$ cat src/rtl/console_uart_pkg.sv
// Shared constants for the console UART transmitter: bus map, STATUS bit
// layout and FSM state encoding. Macro: CONSOLE_TX_PARITY_EN adds the PARITY state.
package console_uart_pkg;

   localparam logic [31:0] STATUS_ADDR = 32'hE000_0000;
   localparam logic [31:0] DATA_ADDR   = 32'hE000_0004;
   localparam logic [31:0] WIN_BASE    = 32'hE000_0000;
   localparam logic [31:0] WIN_MASK    = 32'hFFFF_FF00;

   localparam int unsigned ST_BIT_FULL    = 0;
   localparam int unsigned ST_BIT_BUSY    = 1;
   localparam int unsigned ST_BIT_EMPTY   = 2;
   localparam int unsigned ST_BIT_OVERRUN = 3;

   typedef enum logic [2:0] {
      ST_IDLE   = 3'd0,
      ST_START  = 3'd1,
      ST_DATA   = 3'd2,
`ifdef CONSOLE_TX_PARITY_EN
      ST_PARITY = 3'd4,
`endif
      ST_STOP   = 3'd3
   } state_t;

endpackage

$ cat src/rtl/console_tx_fifo.sv
// Synchronous byte FIFO feeding the console transmitter.
// Push is dropped when full (pre-edge), pop ignored when empty.
// Macro: none used here (CONSOLE_TX_PARITY_EN affects only the top).
module console_tx_fifo #(
   parameter int unsigned DEPTH = 16,
   parameter int unsigned WIDTH = 8
) (
   input  logic                           clk,
   input  logic                           rst,
   input  logic                           push,
   input  logic [WIDTH-1:0]               wdata,
   input  logic                           pop,
   output logic [WIDTH-1:0]               rdata_c,
   output logic                           full,
   output logic                           empty,
   output logic [$clog2(DEPTH+1)-1:0]     count
);

   localparam int unsigned PTR_W = $clog2(DEPTH);
   localparam int unsigned CNT_W = $clog2(DEPTH + 1);

   logic [WIDTH-1:0] mem [DEPTH];
   logic [PTR_W-1:0] wr_ptr;
   logic [PTR_W-1:0] rd_ptr;
   logic             do_push;
   logic             do_pop;
   logic [CNT_W-1:0] cnt_nxt;

   assign do_push = push & ~full;
   assign do_pop  = pop & ~empty;
   assign cnt_nxt = count + CNT_W'(do_push) - CNT_W'(do_pop);
   assign rdata_c = mem[rd_ptr];

   // Storage array; no reset needed, contents are qualified by count.
   always_ff @(posedge clk) begin
      if (do_push) mem[wr_ptr] <= wdata;
   end

   // Pointers, occupancy and registered full/empty flags.
   always_ff @(posedge clk or posedge rst) begin
      if (rst) begin
         wr_ptr <= '0;
         rd_ptr <= '0;
         count  <= '0;
         full   <= 1'b0;
         empty  <= 1'b1;
      end else begin
         if (do_push) wr_ptr <= wr_ptr + PTR_W'(1);
         if (do_pop)  rd_ptr <= rd_ptr + PTR_W'(1);
         count <= cnt_nxt;
         full  <= (cnt_nxt == CNT_W'(DEPTH));
         empty <= (cnt_nxt == '0);
      end
   end

endmodule

$ cat src/rtl/console_uart.sv
// Console UART transmitter: bus-mapped DATA/STATUS registers, byte FIFO,
// and 8N1 serializer. Macro CONSOLE_TX_PARITY_EN adds an even-parity bit.
import console_uart_pkg::*;

module console_uart_tx #(
   parameter int unsigned CLK_DIV    = 434,
   parameter int unsigned FIFO_DEPTH = 16
) (
   input  logic        clk,
   input  logic        rst,
   input  logic        ram_cen,
   input  logic        ram_wen,
   input  logic [3:0]  ram_flag,
   input  logic [31:0] ram_addr,
   input  logic [31:0] ram_wdata,
   output logic [31:0] ram_rdata,
   output logic        tx,
   output logic        irq_tx_empty
);

   localparam int unsigned BAUD_W = $clog2(CLK_DIV);
   localparam int unsigned CNT_W  = $clog2(FIFO_DEPTH + 1);

   state_t            state;
   state_t            state_nxt;
   logic [BAUD_W-1:0] baud_cnt;
   logic [BAUD_W-1:0] baud_nxt;
   logic [2:0]        bit_cnt;
   logic [2:0]        bit_cnt_nxt;
   logic [7:0]        shreg;
   logic [7:0]        shreg_nxt;
`ifdef CONSOLE_TX_PARITY_EN
   logic              par_bit;
   logic              par_nxt;
`endif
   logic              tx_nxt;
   logic              irq_nxt;
   logic              bit_done;
   logic              pop;
   logic              busy;
   logic              in_window;
   logic              push_req;
   logic              push_ok;
   logic              rd_req;
   logic              status_rd;
   logic              ovr_evt;
   logic              overrun;
   logic [31:0]       status_word;
   logic              fifo_full;
   logic              fifo_empty;
   logic [CNT_W-1:0]  fifo_count;
   logic [CNT_W-1:0]  fifo_cnt_nxt;
   logic [7:0]        fifo_head;
   logic              unused_bits;

   assign unused_bits = ^{ram_wdata[31:8], ram_flag[3:1]};

   assign in_window = (ram_addr & WIN_MASK) == WIN_BASE;
   assign push_req  = ram_cen & ram_wen & (ram_addr == DATA_ADDR) & ram_flag[0];
   assign push_ok   = push_req & ~fifo_full;
   assign ovr_evt   = push_req & fifo_full;
   assign rd_req    = ram_cen & ~ram_wen & in_window;
   assign status_rd = rd_req & (ram_addr == STATUS_ADDR);
   assign bit_done  = (baud_cnt == BAUD_W'(CLK_DIV - 1));
   assign busy      = (state != ST_IDLE);
   assign fifo_cnt_nxt = fifo_count + CNT_W'(push_ok) - CNT_W'(pop);

   console_tx_fifo #(
      .DEPTH (FIFO_DEPTH),
      .WIDTH (8)
   ) u_fifo (
      .clk     (clk),
      .rst     (rst),
      .push    (push_req),
      .wdata   (ram_wdata[7:0]),
      .pop     (pop),
      .rdata_c (fifo_head),
      .full    (fifo_full),
      .empty   (fifo_empty),
      .count   (fifo_count)
   );

   // FSM state register.
   always_ff @(posedge clk or posedge rst) begin
      if (rst) state <= ST_IDLE;
      else     state <= state_nxt;
   end

   // Next-state logic; a pop always coincides with entering START.
   always_comb begin
      state_nxt = state;
      pop       = 1'b0;
      case (state)
         ST_IDLE: begin
            if (!fifo_empty) begin
               state_nxt = ST_START;
               pop       = 1'b1;
            end
         end
         ST_START: begin
            if (bit_done) state_nxt = ST_DATA;
         end
         ST_DATA: begin
`ifdef CONSOLE_TX_PARITY_EN
            if (bit_done && bit_cnt == 3'd7) state_nxt = ST_PARITY;
`else
            if (bit_done && bit_cnt == 3'd7) state_nxt = ST_STOP;
`endif
         end
`ifdef CONSOLE_TX_PARITY_EN
         ST_PARITY: begin
            if (bit_done) state_nxt = ST_STOP;
         end
`endif
         ST_STOP: begin
            if (bit_done) begin
               if (!fifo_empty) begin
                  state_nxt = ST_START;
                  pop       = 1'b1;
               end else begin
                  state_nxt = ST_IDLE;
               end
            end
         end
         default: state_nxt = ST_IDLE;
      endcase
   end

   // Output/datapath next values; tx is computed for the upcoming state.
   always_comb begin
      baud_nxt    = (state == ST_IDLE || bit_done) ? '0 : baud_cnt + BAUD_W'(1);
      bit_cnt_nxt = bit_cnt;
      shreg_nxt   = shreg;
`ifdef CONSOLE_TX_PARITY_EN
      par_nxt     = par_bit;
`endif
      if (pop) begin
         shreg_nxt   = fifo_head;
         bit_cnt_nxt = 3'd0;
`ifdef CONSOLE_TX_PARITY_EN
         par_nxt     = ^fifo_head;
`endif
      end else if (state == ST_DATA && bit_done) begin
         shreg_nxt   = {1'b0, shreg[7:1]};
         bit_cnt_nxt = bit_cnt + 3'd1;
      end
      case (state_nxt)
         ST_START:  tx_nxt = 1'b0;
         ST_DATA:   tx_nxt = shreg_nxt[0];
`ifdef CONSOLE_TX_PARITY_EN
         ST_PARITY: tx_nxt = par_nxt;
`endif
         default:   tx_nxt = 1'b1;
      endcase
      irq_nxt = (fifo_cnt_nxt == '0) && (state_nxt == ST_IDLE);
   end

   // Serializer registers and registered line/interrupt outputs.
   always_ff @(posedge clk or posedge rst) begin
      if (rst) begin
         baud_cnt     <= '0;
         bit_cnt      <= '0;
         shreg        <= '0;
`ifdef CONSOLE_TX_PARITY_EN
         par_bit      <= 1'b0;
`endif
         tx           <= 1'b1;
         irq_tx_empty <= 1'b1;
      end else begin
         baud_cnt     <= baud_nxt;
         bit_cnt      <= bit_cnt_nxt;
         shreg        <= shreg_nxt;
`ifdef CONSOLE_TX_PARITY_EN
         par_bit      <= par_nxt;
`endif
         tx           <= tx_nxt;
         irq_tx_empty <= irq_nxt;
      end
   end

   // STATUS word assembled from pre-edge state.
   always_comb begin
      status_word                 = '0;
      status_word[ST_BIT_FULL]    = fifo_full;
      status_word[ST_BIT_BUSY]    = busy;
      status_word[ST_BIT_EMPTY]   = fifo_empty;
      status_word[ST_BIT_OVERRUN] = overrun;
   end

   // Bus read data and sticky overrun; a new overrun beats a clearing read.
   always_ff @(posedge clk or posedge rst) begin
      if (rst) begin
         ram_rdata <= '0;
         overrun   <= 1'b0;
      end else begin
         if (rd_req) ram_rdata <= status_rd ? status_word : 32'd0;
         if (ovr_evt)        overrun <= 1'b1;
         else if (status_rd) overrun <= 1'b0;
      end
   end

endmodule

$ cat config.mk
export PLATFORM = sky130hd
export DESIGN_NAME = console_uart_tx
export DESIGN_NICKNAME = d
export VERILOG_FILES = /design/src/rtl/console_uart_pkg.sv /design/src/rtl/console_tx_fifo.sv /design/src/rtl/console_uart.sv
export SDC_FILE = /design/constraint.sdc
export NUM_CORES = 1
export LEC_CHECK = 0
export CAP_MARGIN = 5
export CORE_UTILIZATION = 33
export CTS_CLUSTER_DIAMETER = 40
export DETAILED_ROUTE_END_ITERATION = 16
export HOLD_SLACK_MARGIN = 0.15
export PLACE_DENSITY = 0.54
export SKIP_CTS_REPAIR_TIMING = 1
export SYNTH_ARGS = -nofsm -noshare
export SYNTH_HDL_FRONTEND = slang
export SYNTH_HIERARCHICAL = 1
export SYNTH_SLANG_ARGS = --single-unit
export TNS_END_PERCENT = 100
$ cat constraint.sdc
create_clock -name clk -period 4.1 [get_ports clk]
set_clock_uncertainty 0.05 [all_clocks]
set_input_delay 0.82 -clock clk [delete_from_list [all_inputs] [get_ports clk]]
set_output_delay 0.82 -clock clk [all_outputs]
set_load 0.1 [all_outputs]
==> out/results.tsv <==
stage	metric	value	unit
layout	share of cells above drive strength 1	0.1865	
die	core box area	22780	um2
synthesis	Post-synth EDFFs	128	
place	DP Wirelength	10550	um
worst_setup_path	Crit-path slowest cell	clkdlybuf4s50_1	
sta	worst setup margin	162.0	ps
cts	clk_lat worst skew	420	ps
synthesis	asr flop ratio synth	0.2601	
cts	Worst-path clk slew	70	ps
worst_setup_path	Critical Path Fanout Max	3	
synthesis	#FFs+latches synth	173	
worst_setup_path	CP cell instances	clkdlybuf4s50_1 -> nor4_1 -> nand4_1 -> or3_4 -> nor3_4 -> nor2b_4 -> inv_1 -> ha_1 -> inv_1 -> ha_1 -> inv_1 -> fa_2 -> xnor2_2 -> nor4b_2 -> mux2i_1 -> o21ba_2	
global_route	GRT overflow	0	
synthesis	synth top area cells	edfxtp_1 (50%), dfrtp_1 (14%), mux4_2 (4.7%), buf_4 (2.9%), ha_1 (2.9%)	
place	final estimated routing congestion in global placement	0.7273	
cts	CTS tree	yes	
synthesis	Mapped Area	7690	um2
global_route	largest net degree at the start of global routing	31	
sta	final-report hold violation count	0	
place	Buffers on Ports	50	
routing	DRT Pass-1 Iters	4	
die	Initial Util	0.3376	
die	IO Pins	106	
layout	Layout Nets	685	
die	Site Rows	55	
worst_setup_path	Crit path largest cell delay	410	ps
cts	clk buf depth	2	
pwr	leakage power	3.444	nW
synthesis	synth warn	6	
synthesis	Post-Syn Area per Cell	14.93	um2
layout	# fillers	2066	
synthesis	Synth Instances	515	
synthesis	Synth cell types	48	
sta	Setup-failing EPs final	0	
worst_setup_path	cell seen most often among critical-path stages	inv_1	
cts	CTS Sinks	173	
synthesis	sequential area share after synthesis	0.6468	
worst_setup_path	CP endpoint kind	flip-flop	
global_route	initial antenna violation count	0	
cts	Clock Root Buffer	clkbuf_16	
worst_setup_path	FF-to-FF path depth	13	
die	die footprint	23920	um2
routing	Post-DRT Antenna Nets	0	
synthesis	share of Yosys cell area claimed by the top area cell type	0.4998	
cts	H-tree depth	4	
status	status	complete, no violations	
die	Die Y	154.7	um
layout	ant diodes	0	
layout	final instance area	9275	um2
worst_setup_path	required time worst endpoint	4410	ps
die	DIE WIDTH	154.7	um
routing	post-DR vias/cell	4.687	
sta	min cycle time layout	3938	ps
worst_setup_path	critical path type	input port to flip-flop	
sta	Slew @ Worst Pin	1094	ps
layout	area delta synth->final	20.62	%
pwr	PwrDens	598.2	nW/um2
place	dpl ws	-657.9	ps
sta	Tcrit/Tclk final	0.9605	
global_route	GRT Total Usage	0.1372	
sta	max-slew violation count	0	
global_route	vias in the first global route	4520	
worst_setup_path	Startpoint Class	input port	
routing	Total Wirelength	15440	um
routing	# DRC	0	
worst_hold_path	Hold Crit Depth	1	
worst_setup_path	crit path DAT	4250	ps
pwr	Total Power	0.005548	W
synthesis	Yosys top cell by area	edfxtp_1	
worst_hold_path	HP Class	flip-flop to flip-flop	
global_route	first-pass GRT wire length	24510	um
synthesis	ys flop type	edfxtp_1	
routing	Routed wire per std cell	16.80	um
run	Max Cap Viol	0	
cts	CTS Buf Count	17	
routing	DRT iter0 DRCs	193	
sta	Slew Limit Headroom	0.2697	
place	Area after DPL	8628	um2
routing	via count	4307	
sta	fmax	253.9	MHz
pwr	maximum vdd drop	0.2439	mV
==> flip-flops by register name (all words and copies together), names as in the netlist <==
| signal | flops |
|---|---|
| tx | 1 |
| irq_tx_empty | 1 |
| shreg | 8 |
| ram_rdata | 4 |
| u_fifo/wr_ptr | 4 |
| u_fifo/rd_ptr | 4 |
| u_fifo/empty | 1 |
| bit_cnt | 3 |
| overrun | 1 |
| u_fifo/mem | 128 |
| u_fifo/full | 1 |
| state | 3 |
| baud_cnt | 9 |
| u_fifo/count | 5 |
==> cell type report <==
| type | count | area [um2] | share of cell area |
|---|---|---|---|
| clock buffer | 18 | 429.2 | 0.04627 |
| clock inverter | 14 | 151.4 | 0.01632 |
| inverter | 23 | 86.33 | 0.009308 |
| multi-input combinational | 300 | 2481 | 0.2675 |
| sequential | 173 | 4975 | 0.5364 |
| tap | 313 | 391.6 | 0.04222 |
| timing repair buffer | 78 | 760.7 | 0.08202 |
==> metrics by stage <==
step / hold WS [ps] / setup TNS, ps / instances / utilization
2_1_floorplan: 393.5 / 0 / 543 / -
3_3_place_gp: 413.1 / -1354 / 886 / 0.3788
3_5_place_dp: 418.1 / -2067 / 886 / 0.3788
4_1_cts: 437.7 / -441.1 / 918 / 0.4043
5_1_grt: 444.4 / -47.24 / 919 / 0.4072
6_report: 435.6 / 0 / 919 / 0.4072
==> Yosys cell counts, types with 3 or more instances <==
cell type	instances
nand2_1	12
a221o_1	8
nor3b_1	3
nor2_1	22
xor2_1	7
buf_4	30
nor2b_1	5
and2_1	19
mux2i_1	19
nand4_1	5
or3_1	4
a22o_1	15
a21oi_1	7
nand2b_1	4
inv_1	23
o21ai_0	10
clkbuf_1	3
o22ai_1	8
xnor2_1	14
dfrtp_1	42
dfstp_2	3
edfxtp_1	128
nand3_1	8
mux4_2	16
buf_1	5
nor3_1	14
ha_1	18
mux2_2	19
buf_2	7
nor4_1	8
a21o_1	9
==> routing by layer <==
layer	up-vias	wire, um	share of wire	global-route usage
met5	-	0	0	0
li1	2034	-	-	-
met3	16	491	0.032	0.02494
met4	0	193	0.013	0.04668
met2	83	7854	0.51	0.2381
met1	2174	6898	0.45	0.1720
==> layout by cell type (no fill, tap or decap), drive strengths merged, types with 3 or more instances in the layout <==
cell,n
and2,19
o22ai,8
nor3b,3
mux2i,19
inv,29
nor3,14
edfxtp,128
clkinv,5
a221o,8
xor2,7
conb,29
buf,28
nor2,22
or3,4
nand2b,4
nor2b,5
nor4,8
nand4,5
mux2,19
clkdlybuf4s50,50
a22o,15
clkbuf,18
nand2,12
clkinvlp,3
ha,18
a21oi,8
dfstp,3
xnor2,14
dfrtp,42
mux4,16
nand3,8
a21o,9
o21ai,12
==> worst max-delay path, delay by kind of cell <==
kind                     cells  cell delay, ps
AND/OR/NAND/NOR              6            1440
adder cells (fa/ha/maj)      3             810
buffers and inverters        4             600
AO/OA/AOI/OAI                1             260
XOR/XNOR                     1             170
multiplexers                 1             150
==> logic make-up after synthesis <==
group	share of synthesized area
DFF	0.6468
and+or+nand+nor	0.07940
buffers and inverters	0.05190
AOI/OAI and AO/OA	0.06362
muxes	0.09942
xor gates and xnor gates	0.02392
adders and majority gates	0.03449
other	0.0004877
==> final timing paths <==
| check | slack [ps] | endpoint | startpoint |
|---|---|---|---|
| max in group asynchronous | 2360 | shreg[2]$_DFFE_PP0P_ | rst |
| min | 440 | shreg[1]$_DFFE_PP0P_ | shreg[1]$_DFFE_PP0P_ |
| max reg2reg | 310 | u_fifo/empty$_DFF_PP1_ | baud_cnt[2]$_DFF_PP0_ |
| max | 160 | u_fifo/empty$_DFF_PP1_ | ram_addr[12] |
| min reg2reg | 440 | shreg[1]$_DFFE_PP0P_ | shreg[1]$_DFFE_PP0P_ |
| min in group asynchronous | 760 | u_fifo/count[2]$_DFF_PP0_ | rst |
==> report_power, final <==
group	internal [W]	total (W)	switching [W]
sequential	0.00202	0.00222	0.000205
clock	0.000812	0.00155	0.000737
combinational	0.000822	0.00178	0.000955
total	0.00365	0.00555	0.00190
No activity file was read; power rests on OpenSTA's default activity.
==> RTL change 1 (same settings) <==
The option `CONSOLE_TX_PARITY_EN` is turned on by a define.
--- a/src/rtl/console_uart_pkg.sv
+++ b/src/rtl/console_uart_pkg.sv
@@ -2,2 +2,4 @@
 // layout and FSM state encoding. Macro: CONSOLE_TX_PARITY_EN adds the PARITY state.
+`define CONSOLE_TX_PARITY_EN
+
 package console_uart_pkg;
Formal check against the unedited RTL: no difference found for any inputs over 10 cycles, from zero or initial values and one cycle with rst high; that may be too few to reach the edited logic, so the function may still have changed.
==> RTL change 1 against the original RTL <==
  * Fmax is essentially flat
  * Hold slack worse by 0.0032 ns
  * Routed wire length increased by 7.2%
  * Sequential share of layout area shrank 1.5 points
  * Area after synthesis rose by 2.8%
  * Worst setup slack improved by 0.0014 ns
  * First-iteration DRC count up 49%
  * Critical endpoint unchanged
  * Sequential cell count grew 1
  * Final area increased by 3.4%
Power is not compared: it rests on default switching activity, and its combinational part moved more than twofold at a synthesized area within 25%.
==> RTL change 1: results <==
[logic_synthesis]
seq_area_frac_synth_pct = 63.2
synthMuxAreaShare_pct = 9.80
synthAdderAreaFrac_pct = 3.36
synth-async-reset-ratio_pct = 26.4
synth_compound_area_share_pct = 6.59
yosysUniqueCellTypes = 60
synthTopCellsByCount = "128 x edfxtp_1, 43 x dfrtp_1, 30 x buf_4"
synth_xor_area_share_pct = 3.10

[finish]
seq_share_pct = 52.1
multi_input_area_share_pct = 27.8
final_layout_size_suffix_gt1_share_pct = 19.9
multi_input_gates = 315
n_clock_buffer = 17
signal_buffers = 84
final-clk-cell-share_pct = 6.69
fill_cells = 2137
bufAreaShareNonClock_pct = 8.35
layout.nets = 707

[global_route]
grt.total_usage_pct = 14.2
gr-usage-met2_pct = 23.1
grtUsageMet1_pct = 18.4
grt_pass1_wl_microns = 25700
grtUsageMet3_pct = 3.41

[worst_hold_path]
worstHoldStart = "shreg[2]"
min_to = "shreg[2]"

[worst_setup_path]
reg2reg_slack_ns = 0.75
r2r_cells = 16
crit_arrival_ns = 4.26
worstReg2RegStart = "baud_cnt[1]"

[place]
gp_congestion = 0.751
dpl-instance-area_sq_um = 8830
hpwl_microns = 11300

[route]
wl_met3_microns = 940
post_drt_wl_per_cell_microns = 17.5
dr_wl_met2_microns = 7910
wl_met1_microns = 7410
routed-via-count = 4592

[timing]
max_slew_margin_pct = 34.9
whs_ns = 0.432

[clock_tree]
cts_sinks = 174
clock_latency_ns = 0.44

[floorplan]
std_cell_rows = 56

[run_status]
status = "completed"
RTL change 1: cell count changes after synthesis, moves of 3 or more:
cell and change:
nor4_1 -3, or3_1 -3, xnor2_1 +4, xor2_1 +3
RTL change 1: through the flow:
| step | worst slack [ns] | cells | util, % | total power, mW |
|---|---|---|---|---|
| floorplan | 0.0228 | 562 | - | 2.07 |
| global placement | -0.515 | 912 | 37.6 | 2.12 |
| detailed placement | -0.605 | 912 | 37.6 | 2.12 |
| CTS | -0.160 | 944 | 40.4 | 3.85 |
| global route | -0.0672 | 947 | 40.9 | 3.93 |
| finish | 0.163 | 947 | 40.9 | 3.82 |
RTL change 1: power by group through the flow:
stage,Sequential [mW],Combinational (mW),Clock [mW]
finish,1.89,0.194,1.73
global route,1.89,0.205,1.84
CTS,1.89,0.190,1.77
detailed placement,1.93,0.189,0
global placement,1.93,0.186,0
floorplan,1.93,0.142,0
RTL change 1: worst max-delay path by stage:
stage	start	end	slack (ns)
after global placement	ram_addr[30]	u_fifo/empty	-0.52
after global routing	ram_cen	u_fifo/empty	-0.07
after floorplan	ram_addr[9]	u_fifo/empty	0.02
after detailed placement	ram_addr[30]	u_fifo/empty	-0.60
after CTS	ram_addr[30]	u_fifo/empty	-0.16
final	ram_cen	u_fifo/empty	0.16
RTL change 1: critical path, stage by stage:
cell and delay, ns:
clkdlybuf4s50_1 0.46, nor4bb_4 0.27, nand4_1 0.15, or3_4 0.38, nor3_4 0.14, nor2b_4 0.20, inv_2 0.05, ha_1 0.28
inv_1 0.06, ha_2 0.16, inv_1 0.05, fa_2 0.53, inv_2 0.06, nor4_2 0.27, mux2i_1 0.13, o21ba_2 0.25
==> RTL change 2 (same settings) <==
Made on the original files. The 4 states of `state_t` get a one-hot encoding in 4 bits.
--- a/src/rtl/console_uart_pkg.sv
+++ b/src/rtl/console_uart_pkg.sv
@@ -14,6 +14,6 @@
 
-   typedef enum logic [2:0] {
-      ST_IDLE   = 3'd0,
-      ST_START  = 3'd1,
-      ST_DATA   = 3'd2,
+   typedef enum logic [3:0] {
+      ST_IDLE   = 4'b0001,
+      ST_START  = 4'b0010,
+      ST_DATA   = 4'b0100,
 `ifdef CONSOLE_TX_PARITY_EN
@@ -21,3 +21,3 @@
 `endif
-      ST_STOP   = 3'd3
+      ST_STOP   = 4'b1000
    } state_t;
Behaviour: no difference found for any inputs over 10 cycles, from zero or initial values and one cycle with rst high; not proved beyond that.
==> RTL change 2 against the original RTL <==
  * Area after synthesis rose by 1.3%
  * Worst setup slack improved by 0.0039 ns
  * Routed wire length increased by 0.66%
  * Die area increased by 1.3%
  * Sequential share of layout area is 0.58 points lower
  * Sequential cell count rose by 1
  * Final area increased by 1.6%
  * Critical path type unchanged
  * Critical endpoint unchanged
  * Largest cell class unchanged
  * Highest routed layer unchanged
Power is not compared: it rests on default switching activity, and its combinational part moved more than twofold at a synthesized area within 25%.
==> RTL change 2: results <==
[run_status]
status = "completed"

[worst_setup_path]
slowest_stage = "fa_2"
crit_family = "simple AND/OR/NAND/NOR gates"
path_max_fanout = 3
crit_arrival_ns = 4.26
critical-path-max-stage-delay_ns = 0.51

[global_route]
grt_pass1_vias = 4455
grt_max_degree = 52
antenna_found_initial = 0
gr-usage-met2_pct = 22.5
grt_remaining_overflow = 0
grt.total_usage_pct = 13.8
grtUsageMet3_pct = 2.53
grt_pass1_wl_microns = 24600
grtUsageMet1_pct = 18.1

[clock_tree]
ctsHtreeMaxLevel = 4
cts-root-buf = "clkbuf_16"
clkTransAtPathRegs_ns = 0.07
cts_made_buffers = 17
clockBufferDepth = 2
clock_latency_ns = 0.43

[logic_synthesis]
synth-async-reset-ratio_pct = 26.4
yosys_warnings = 6
synthCells = 521
synth_xor_area_share_pct = 2.68
seq_area_frac_synth_pct = 64.2
yosysUniqueCellTypes = 51
synthMuxAreaShare_pct = 9.78
synthTopCellsByCount = "128 x edfxtp_1, 42 x dfrtp_1, 30 x buf_4"
synth_edf_count = 128
synth_area_leaders = "edfxtp_1 49%, dfrtp_1 13%, mux4_2 4.6%"
synthAdderAreaFrac_pct = 3.40
synth_compound_area_share_pct = 5.96

[timing]
worst_pin_slew_ns = 0.964
setup_tns_ns = 0

[finish]
layout.nets = 689
top_regs = "u_fifo/mem (128), baud_cnt (9), shreg (8)"
antenna_cells = 0
final_layout_size_suffix_gt1_share_pct = 19.8

[worst_hold_path]
hp-class = "register to register"

[route]
wl_met3_microns = 474
post_drt_wl_per_cell_microns = 16.8
first_pass_iters = 4
dr_wl_met2_microns = 7740
wl_met1_microns = 7110
viasPerCell = 4.69
routed-via-count = 4327
topRoutingLayerUsed = "met4"
drtIter0Drc = 172

[place]
dpl.cell_count = 888
detailedPlace.worstSlack_ns = -0.557
gp_congestion = 0.750
hpwl_microns = 10400
dpl-instance-area_sq_um = 8730

[power]
vdd_drop_max_v = 0.000241
p_clk_mw = 1.61
sw_frac_of_total_pct = 24.0
p_seq_mw = 1.89
pg_comb_mw = 0.190
power.leakage_nw = 3.60
## RTL change 2: worst paths after layout
path                              startpoint               end  slack [ns]  depth (start not counted)
worst min-delay path                shreg[1]          shreg[1]        0.44                          1
worst max register to register      state[0]      u_fifo/empty        0.46                         13
worst max-delay path            ram_addr[30]      u_fifo/empty        0.17                         16
min in group asynchronous                rst      ram_rdata[1]        0.60                          2
max in group asynchronous                rst  u_fifo/rd_ptr[0]        2.78                          2
worst min register to register      shreg[1]          shreg[1]        0.44                          1
## RTL change 2: cells by family after synthesis
kind of cell / after synthesis
DFF: 174
and+or+nand+nor: 118
buffers and inverters: 70
AOI/OAI and AO/OA: 61
muxes: 54
xor gates and xnor gates: 23
adders and majority gates: 20
other: 1
## RTL change 2: area by class of cell
class | instances | area [sq um]
inverters | 21 | 78.8
clock inverters | 15 | 169
flip-flops and latches | 174 | 5000
well taps | 313 | 392
fillers | 2094 | 13500
multi-input cells | 304 | 2540
repair buffers | 79 | 818
clock buffers | 17 | 425
